File: src/rtl/ultra_sensor_array_pkg.sv
// Shared types and helpers for the ultrasonic ranging controller.
package ultra_pkg;

   typedef enum logic [2:0] {
      IDLE,
      TRIG,
      WAIT_RISE,
      MEASURE,
      GAP
   } state_t;

   // Bits needed to hold values 0..v-1.
   function automatic int clog2(input int v);
      int r;
      r = 0;
      for (int i = 0; i < 63; i++)
         if ((longint'(1) << i) < longint'(v)) r = i + 1;
      return r;
   endfunction

endpackage

File: src/rtl/ultra_sensor_array_if.sv
// Sensor pins plus measurement result bus of the ultrasonic ranging controller.
interface ultra_sensor_array_if #(
   parameter int N_CH  = 4,
   parameter int CNT_W = 21
);
   logic [N_CH-1:0]  ch_en;
   logic [N_CH-1:0]  echo;
   logic [N_CH-1:0]  trig;
   logic [N_CH-1:0]  obj_det;
   logic             meas_valid;
   logic [3:0]       meas_ch;
   logic [CNT_W-1:0] meas_cnt;
   logic             meas_timeout;
   logic             busy;

   modport master (
      input  ch_en, echo,
      output trig, obj_det, meas_valid, meas_ch, meas_cnt, meas_timeout, busy
   );

   modport slave (
      output ch_en, echo,
      input  trig, obj_det, meas_valid, meas_ch, meas_cnt, meas_timeout, busy
   );
endinterface

File: src/rtl/ultra_sensor_array_echo_sync.sv
// Two-flop synchroniser for one asynchronous echo pin, with rise/fall strobes.
module ultra_echo_sync (
   input  logic clk,
   input  logic rst,
   input  logic echo,
   output logic rise,
   output logic fall
);
   logic s1, s2, s3;

   always_ff @(posedge clk) begin
      if (rst) begin
         s1 <= 1'b0;
         s2 <= 1'b0;
         s3 <= 1'b0;
      end else begin
         s1 <= echo;
         s2 <= s1;
         s3 <= s2;
      end
   end

   assign rise = s2 & ~s3;
   assign fall = ~s2 & s3;
endmodule

File: src/rtl/ultra_sensor_array.sv
// Round-robin HC-SR04 controller: one trigger per frame, echo width timing,
// per-channel object-detect flags with hysteresis.
module ultra_sensor_array
   import ultra_pkg::*;
#(
   parameter int N_CH        = 4,
   parameter int TRIG_CYC    = 500,
   parameter int PERIOD_CYC  = 1900000,
   parameter int TIMEOUT_CYC = 1500000,
   parameter int THRESH_CYC  = 29070,
   parameter int HYST_CYC    = 1450,
   parameter int CNT_W       = 21
) (
   input logic                  clk,
   input logic                  rst,
   ultra_sensor_array_if.master bus
);
   state_t           state, state_nxt;
   logic [3:0]       ch, ptr, base, sel;
   logic [4:0]       j;
   logic             sel_ok, go, fin, fin_to;
   logic [CNT_W-1:0] frame_cnt, wcnt, res_cnt;
   logic [15:0]      en16, rise16, fall16, det, det_nxt;
   logic [N_CH-1:0]  echo_v, rise_v, fall_v, trig_v;

   assign echo_v = bus.echo;

   for (genvar g = 0; g < N_CH; g++) begin : g_sync
      ultra_echo_sync u_sync (
         .clk  (clk),
         .rst  (rst),
         .echo (echo_v[g]),
         .rise (rise_v[g]),
         .fall (fall_v[g])
      );
   end

   assign en16   = 16'(bus.ch_en);
   assign rise16 = 16'(rise_v);
   assign fall16 = 16'(fall_v);

   // From GAP the search starts after the channel just served, else at the pointer.
   always_comb begin
      base   = (state == GAP) ? ((ch == 4'(N_CH - 1)) ? 4'd0 : ch + 4'd1) : ptr;
      sel    = base;
      sel_ok = 1'b0;
      j      = '0;
      for (int i = N_CH - 1; i >= 0; i--) begin
         j = {1'b0, base} + 5'(i);
         if (j >= 5'(N_CH)) j = j - 5'(N_CH);
         if (en16[j[3:0]]) begin
            sel    = j[3:0];
            sel_ok = 1'b1;
         end
      end
   end

   always_ff @(posedge clk) begin
      if (rst) state <= IDLE;
      else     state <= state_nxt;
   end

   always_comb begin
      state_nxt = state;
      go        = 1'b0;
      fin       = 1'b0;
      fin_to    = 1'b0;
      res_cnt   = wcnt;
      case (state)
         IDLE:
            if (sel_ok) begin
               state_nxt = TRIG;
               go        = 1'b1;
            end
         TRIG:
            if (frame_cnt >= CNT_W'(TRIG_CYC - 1)) state_nxt = WAIT_RISE;
         WAIT_RISE:
            if (rise16[ch]) begin
               state_nxt = MEASURE;
            end else if (wcnt >= CNT_W'(TIMEOUT_CYC - 1)) begin
               state_nxt = GAP;
               fin       = 1'b1;
               fin_to    = 1'b1;
               res_cnt   = CNT_W'(TIMEOUT_CYC);
            end
         MEASURE:
            if (fall16[ch]) begin
               state_nxt = GAP;
               fin       = 1'b1;
            end else if (wcnt >= CNT_W'(TIMEOUT_CYC - 1)) begin
               state_nxt = GAP;
               fin       = 1'b1;
               fin_to    = 1'b1;
               res_cnt   = CNT_W'(TIMEOUT_CYC);
            end
         GAP:
            if (frame_cnt >= CNT_W'(PERIOD_CYC - 1)) begin
               state_nxt = sel_ok ? TRIG : IDLE;
               go        = sel_ok;
            end
         default: state_nxt = IDLE;
      endcase
   end

   always_comb begin
      det_nxt = det;
      if (fin) begin
         if (fin_to)                                         det_nxt[ch] = 1'b0;
         else if (res_cnt < CNT_W'(THRESH_CYC))              det_nxt[ch] = 1'b1;
         else if (res_cnt >= CNT_W'(THRESH_CYC + HYST_CYC))  det_nxt[ch] = 1'b0;
      end
   end

   always_ff @(posedge clk) begin
      if (rst) begin
         ch               <= '0;
         ptr              <= '0;
         frame_cnt        <= '0;
         wcnt             <= '0;
         det              <= '0;
         bus.meas_valid   <= 1'b0;
         bus.meas_ch      <= '0;
         bus.meas_cnt     <= '0;
         bus.meas_timeout <= 1'b0;
      end else begin
         bus.meas_valid <= fin;
         if (go) begin
            ch        <= sel;
            frame_cnt <= '0;
         end else if (state != IDLE && frame_cnt != '1) begin
            frame_cnt <= frame_cnt + 1'b1;
         end
         case (state)
            TRIG:      wcnt <= '0;
            WAIT_RISE: wcnt <= rise16[ch] ? CNT_W'(1) : wcnt + 1'b1;
            MEASURE:   if (wcnt != '1) wcnt <= wcnt + 1'b1;
            default:   wcnt <= wcnt;
         endcase
         if (state == GAP && state_nxt != GAP) ptr <= base;
         if (fin) begin
            bus.meas_ch      <= ch;
            bus.meas_cnt     <= res_cnt;
            bus.meas_timeout <= fin_to;
         end
         // Disabled channels lose their flag one cycle after the enable drops.
         det <= det_nxt & en16;
      end
   end

   always_comb begin
      trig_v = '0;
      for (int i = 0; i < N_CH; i++)
         trig_v[i] = (state == TRIG) && (ch == 4'(i));
   end

   assign bus.trig    = trig_v;
   assign bus.obj_det = det[N_CH-1:0];
   assign bus.busy    = (state != IDLE);

   always_ff @(posedge clk)
      if (!rst)
         assert (CNT_W >= clog2(PERIOD_CYC + 1))
         else $error("CNT_W too narrow for PERIOD_CYC");
endmodule
File: src/flat_wrapper.sv
// flat-port wrapper written by rule: the top's interface ports become plain ports
module ultra_sensor_array_flat import ultra_pkg::*;
#(
   parameter int N_CH        = 4,
   parameter int TRIG_CYC    = 500,
   parameter int PERIOD_CYC  = 1900000,
   parameter int TIMEOUT_CYC = 1500000,
   parameter int THRESH_CYC  = 29070,
   parameter int HYST_CYC    = 1450,
   parameter int CNT_W       = 21
)
  (clk, rst, bus_ch_en, bus_echo, bus_trig, bus_obj_det, bus_meas_valid, bus_meas_ch, bus_meas_cnt, bus_meas_timeout, bus_busy);
  ultra_sensor_array_if #(.N_CH(N_CH), .CNT_W(CNT_W)) bus_i ();
  input logic clk;
  input logic rst;
  input wire logic [$bits(bus_i.ch_en)-1:0] bus_ch_en;
  input wire logic [$bits(bus_i.echo)-1:0] bus_echo;
  output wire logic [$bits(bus_i.trig)-1:0] bus_trig;
  output wire logic [$bits(bus_i.obj_det)-1:0] bus_obj_det;
  output wire logic [$bits(bus_i.meas_valid)-1:0] bus_meas_valid;
  output wire logic [$bits(bus_i.meas_ch)-1:0] bus_meas_ch;
  output wire logic [$bits(bus_i.meas_cnt)-1:0] bus_meas_cnt;
  output wire logic [$bits(bus_i.meas_timeout)-1:0] bus_meas_timeout;
  output wire logic [$bits(bus_i.busy)-1:0] bus_busy;
  assign bus_i.ch_en = bus_ch_en;
  assign bus_i.echo = bus_echo;
  assign bus_trig = bus_i.trig;
  assign bus_obj_det = bus_i.obj_det;
  assign bus_meas_valid = bus_i.meas_valid;
  assign bus_meas_ch = bus_i.meas_ch;
  assign bus_meas_cnt = bus_i.meas_cnt;
  assign bus_meas_timeout = bus_i.meas_timeout;
  assign bus_busy = bus_i.busy;
  ultra_sensor_array #(.N_CH(N_CH), .TRIG_CYC(TRIG_CYC), .PERIOD_CYC(PERIOD_CYC), .TIMEOUT_CYC(TIMEOUT_CYC), .THRESH_CYC(THRESH_CYC), .HYST_CYC(HYST_CYC), .CNT_W(CNT_W)) u_core (.clk(clk), .rst(rst), .bus(bus_i));
endmodule
File: config.mk
export PLATFORM = sky130hd
export DESIGN_NAME = ultra_sensor_array_flat
export DESIGN_NICKNAME = d
export VERILOG_FILES = /design/src/rtl/ultra_sensor_array_pkg.sv /design/src/rtl/ultra_sensor_array_if.sv /design/src/rtl/ultra_sensor_array_echo_sync.sv /design/src/rtl/ultra_sensor_array.sv /design/src/flat_wrapper.sv
export SDC_FILE = /design/constraint.sdc
export NUM_CORES = 1
export LEC_CHECK = 0
export CORE_ASPECT_RATIO = 0.9
export CORE_MARGIN = 10
export CORE_UTILIZATION = 45
export DETAILED_ROUTE_END_ITERATION = 6
export PLACE_DENSITY = 0.7
export SLEW_MARGIN = 30
export SYNTH_ARGS = -nofsm -noshare
export SYNTH_HDL_FRONTEND = slang
export SYNTH_SLANG_ARGS = --single-unit
export TNS_END_PERCENT = 30
File: constraint.sdc
create_clock -name clk -period 4.6 [get_ports clk]
set_input_delay 0.92 -clock clk [delete_from_list [all_inputs] [get_ports clk]]
set_output_delay 0.92 -clock clk [all_outputs]
set_load 0.03 [all_outputs]
# Word-level counts from Yosys, hierarchy flattened
# Index checks and enable logic that the tools add are counted.
# totals
regBits	108
input_bits	10
out_inout_bits	36
elab_cells	147
# classes
add_sub_neg	10
order_cmp	15
n_eq_ne	11
mux	56
bitwise_logic	20
reduce_logical	13
# ops
op	count
21-bit 2-to-1 mux	5
16-bit 2-to-1 mux	4
21-bit one-hot mux with 3 select lines	1
21-bit by 1-bit adder with 21-bit output (second input constant)	2
21-bit >= comparator (second input constant)	2
21-bit != test (second input constant)	2
21-bit one-hot mux with 2 select lines	1
4-bit 2-to-1 mux	10
4-bit by 5-bit < comparator with 1-bit output (second input constant)	5
1-bit binary-select mux with 4-bit select	6
21-bit by 15-bit >= comparator with 1-bit output (second input constant)	1
21-bit by 9-bit >= comparator with 1-bit output (second input constant)	1
21-bit by 15-bit < comparator with 1-bit output (second input constant)	1
1-bit 2-to-1 mux	18
3-bit 2-to-1 mux	6
16-bit bitwise AND	1
16-bit by 4-bit bitwise AND with 16-bit output	1
16-bit inverter	1
16-bit bitwise OR	1
4-bit by 3-bit subtractor with 4-bit output (second input constant)	4
5-bit by 3-bit >= comparator with 1-bit output (second input constant)	3
3-bit one-hot mux with 5 select lines	1
4-bit by 2-bit adder with 5-bit output (second input constant)	2
1-bit bitwise AND	8
20 further kinds	38

# Longest topological paths before layout
# depth
depth_word	17
depth_mapped	19
ltp_nobuf	17

# Modules after synthesis
# Synthesis repeated with hierarchy kept, for this count alone.
# unflattened
cells_unflattened	594
area_unflattened_um2	4979.8
# modules_own_cells
mod	n_inst	cells_per_inst	area_each_um2	seq_area_each_um2
ultra_sensor_array	1	562	4614.4	1681.6
ultra_echo_sync	4	8	91.3	60.1

# Least setup slack after synthesis
# No wires, ideal clock.
# synth_timing
kind	register to register
startpoint	reg u_core.ch[1]
endpoint	reg u_core.ch[0]
setup_ps	88
arrival_ps	3873
required_time_ps	4512
path_slack_ps	638
stages_incl_launch_ff	17
n_path_buf	1
period_less_slack_ps	3962
path_cell_list	dfxtp_1 > clkbuf_1 > inv_1 > ha_1 > and4bb_2 > a21oi_4 > inv_1 > ha_1 > a21oi_4 > xor2_1 > ha_1 > o31ai_1 > o32a_1 > nand3_2 > o221a_4 > or2_4 > o32ai_2
# synth_between
elab_chain_len	14
elab_cells_between_ends	38
classes_between	add/sub (8); order compare (4); eq/ne (1); mux (25)
# synth_lines
item	line	rtl
from (decl)	ultra_sensor_array.sv:19	logic [3:0] ch, ptr, base, sel;
from (signal assigned)	ultra_sensor_array.sv:128	ch <= sel;
4-bit by 1-bit adder with 4-bit output or 4-bit by 2-bit == test with 1-bit output (tied branches)	ultra_sensor_array.sv:44	base = (state == GAP) ? ((ch == 4'(N_CH - 1)) ? 4'd0 : ch + 4'd1) : ptr;
4-bit 2-to-1 mux (*) (2 in a row)	ultra_sensor_array.sv:44	
net u_core.base[1]	ultra_sensor_array.sv:19	
4-bit by 2-bit adder with 5-bit output	ultra_sensor_array.sv:49	j = {1'b0, base} + 5'(i);
4-bit by 3-bit subtractor with 4-bit output or 5-bit by 3-bit >= comparator with 1-bit output (tied branches)	ultra_sensor_array.sv:50	if (j >= 5'(N_CH)) j = j - 5'(N_CH);
4-bit 2-to-1 mux	ultra_sensor_array.sv:50	
1-bit binary-select mux with 4-bit select	ultra_sensor_array.sv:51	if (en16[j[3:0]]) begin
1-bit 2-to-1 mux (implied by the code)	ultra_sensor_array.sv:51	
1-bit 2-to-1 mux (4 in a row)	ultra_sensor_array.sv:51	
1-bit 2-to-1 mux (on tied branches)	ultra_sensor_array.sv:97, ultra_sensor_array.sv:71	
1-bit one-hot mux with 2 select lines	ultra_sensor_array.sv:69	case (state)
# The timed path passes the listed nets; every way through them passes the cells marked *. The select of a mux whose other input is x is not followed.
# A chain may end at the register's enable or synchronous reset.

# Final worst setup path
# layout_timing
startpoint	reg u_core.ch[1]
endpoint	reg u_core.ch[1]
# Same word-level chain as after synthesis.

==> qor.yml <==
rsz0062_at_grt: "false"
drt-total-wl_um: 13100
dp_cells: 777
synth.yosys.seq_area_share_pct: 37.6
rows: 36
htree_num_levels: 3
clkSinkCount: 96
vias: 4584
drc: 0
hold_depth: 1
clk_path_buf_depth: 2
yosys_register_bits: 96
postRouteAntennaNets: 0
clk_latency_ps: 350
vias_per_cell: 5.77
status: "finished, final reports clean"
max_freq_ghz: 0.235
cp_max_fo: 9
hp-start: "u_core.g_sync[3].u_sync.s1"
crit_chain: "buf_4, inv_1, ha_1, and4bb_2, a21oi_4, inv_1, ha_1, o211a_1, or4_1, inv_1, ha_1, a2bb2oi_1, o211a_1, and2_1, a21oi_1, o221a_4, nor2_1, a311oi_1"
required_ps: 4830
avgSynthCellArea_um2: 8.62
dieArea_um2: 16000
min_to: "u_core.g_sync[3].u_sync.s2"
hold-worst-slack_ps: 441
first_global_vias: 4395
fin_cells: 794
drive_gt1_share_pct: 10.9
synthCells: 593
die_h_um: 121
synthArstFlopShare_pct: 0
layout_min_cycle_time_ps: 4250
reg2reg_depth: 18
yosysTopAreaCell: "dfxtp_1"
setup_tns_ps: 0
die_w_um: 132
numCtsBuffers: 9
cap_violations: 0
leakagePower_nw: 2.25
cp-start-kind: "flip-flop"
placement.io_buffers: 45
first_pass_iters: 5
ios: 46
period_share_pct: 92.5
crit_path_start: "u_core.ch[1]"
initial_core_util_pct: 46.5
syn_area_um2: 5110
synth_edf_count: 0
critPathMaxStageDelay_ps: 570
finalNetCount: 663
reg2reg_slack_ps: 350
skew_ps: 10.2
post-dp-hpwl_um: 9440
grt_max_degree: 43
ys_types: 75
peakVddDrop_uv: 295
grt_first_pass_wirelength_um: 21900
cts_tree: "built"
cp_slowest_cell: "or4_1"
gp_congestion: 0.942
synth_ff_type: "dfxtp_1"
core_area_um2: 11000
tightest_slew_ps: 822
synthToLayoutAreaGrowth_pct: 19.5
slew_viol_final: 0
grt_use_total_pct: 16.2
r2r_start: "u_core.ch[1]"
maxSlewHeadroom_pct: 45.1
setup_viol: 0
fin_total_pwr_mw: 2.98
rr_endpoint: "u_core.ch[1]"
grt_overflow: 0
path_class: "flip-flop to flip-flop"
antenna_found_initial: 0
synth_area_leaders: "dfxtp_1 38%, nor2_1 6.7%, xor2_1 5.3%"
hold_violations: 0
final_util_pct: 55.6
cts_hold_buffers: 0
min_path_type: "flip-flop to flip-flop"
dp_slack_ps: -5.70
yosysTopAreaCellShare_pct: 37.6
dpl-instance-area_um2: 5760
postSynthNetCount: 619
cp_data_arrival_time_ps: 4490
yosysMostFrequentCell: "dfxtp_1"
endpoint_kind: "flip-flop"
drt_iter0_drc: 456
ys_warn_count: 0
diodes: 0
cts_root_buf: "clkbuf_16"
ys_top_cells_by_count: "96 x dfxtp_1, 91 x nor2_1, 46 x nand2_1, 31 x xor2_1, 23 x a21oi_1"
wl_per_cell_um: 16.5
fillCellCount: 1051
worst_slack_ps: 347
clkTransAtPathRegs_ps: 70
final_area_um2: 6110
p_per_area_nw_per_um2: 487
-- worst max-delay path by stage --
stage,to,slack (ps),depth (start not counted)
after floorplan,u_core.ch[0],640,16
after global placement,u_core.ch[0],140,16
after detailed placement,u_core.ch[0],-6,16
after CTS,u_core.ch[0],230,16
after global routing,u_core.ch[1],90,18
final,u_core.ch[1],350,18
-- cell families (layout without fill, tap and decap cells) --
family / after synthesis / in the layout / synth area share (%)
compound gates: 120 / 121 / 19.1
xor+xnor: 41 / 41 / 7.02
fa+ha+maj: 16 / 16 / 3.91
buf+inv: 49 / 97 / 3.96
flops: 96 / 96 / 37.6
mux: 16 / 16 / 3.13
simple gates: 255 / 255 / 25.3
-- sequential cells by signal, summed over array words and instances (netlist names) --
| name | flops |
|---|---|
| u_core.g_sync.u_sync.s3 | 4 |
| u_core.wcnt | 21 |
| u_core.bus.meas_cnt | 21 |
| u_core.bus.meas_valid | 1 |
| u_core.ptr | 4 |
| u_core.bus.meas_timeout | 1 |
| u_core.frame_cnt | 21 |
| u_core.ch | 4 |
| u_core.g_sync.u_sync.s1 | 4 |
| u_core.g_sync.u_sync.s2 | 4 |
| u_core.state | 3 |
| u_core.det | 4 |
| u_core.bus.meas_ch | 4 |
-- timing repair --
action / CTS / global route
setup endpoints to repair: 1 / 23
pin swaps: 0 / 1
hold endpoints to repair: 0 / 0
setup buffers: 0 / 0
gates resized for setup: 1 / 1
gates cloned: 0 / 1
-- cell usage in the layout (no fill, tap or decap), drive strengths merged, types with 12 or more instances in the layout --
master,instances
mux2i,16
nand3,17
nor2,91
dfxtp,96
buf,17
nor2b,12
nand4,16
a21oi,27
nor3,18
xor2,31
ha,16
clkdlybuf4s50,45
o21ai,15
nand2,46
inv,21
-- worst max-delay path, delay by kind of cell (launching register included) --
| family | cells | cell delay [ps] |
|---|---|---|
| adder cells (fa/ha/maj) | 3 | 710 |
| AND/OR/NAND/NOR | 4 | 1070 |
| AO/OA/AOI/OAI | 7 | 1400 |
| buffers and inverters | 4 | 550 |
| flip-flops | 1 | 390 |
-- area by class of cell --
cell class	instances	area [µm²]	share of cell area, %
inverters	19	76.3	1.25
repair buffers	62	578	9.46
well taps	152	190	3.11
multi-input cells	449	3010	49.3
clock buffers	10	239	3.91
flip-flops and latches	96	1920	31.5
clock inverters	6	90.1	1.47
-- report_power, final --
| group | internal [mW] | total (mW) | switching, mW | leakage, nW |
|---|---|---|---|---|
| clock network | 0.494 | 0.820 | 0.326 | 0.159 |
| registers | 0.861 | 0.909 | 0.0475 | 0.777 |
| logic | 0.514 | 1.25 | 0.733 | 1.31 |
-- metal layers --
metal  share of wire, %  wire [µm]  global-route usage, %
met4                1.7        217                   4.60
met1                 45       5910                   20.5
met3                4.5        594                   3.68
met5                  0          0                      0
met2                 49       6390                   27.2
Power figures use the tool's default switching activity.
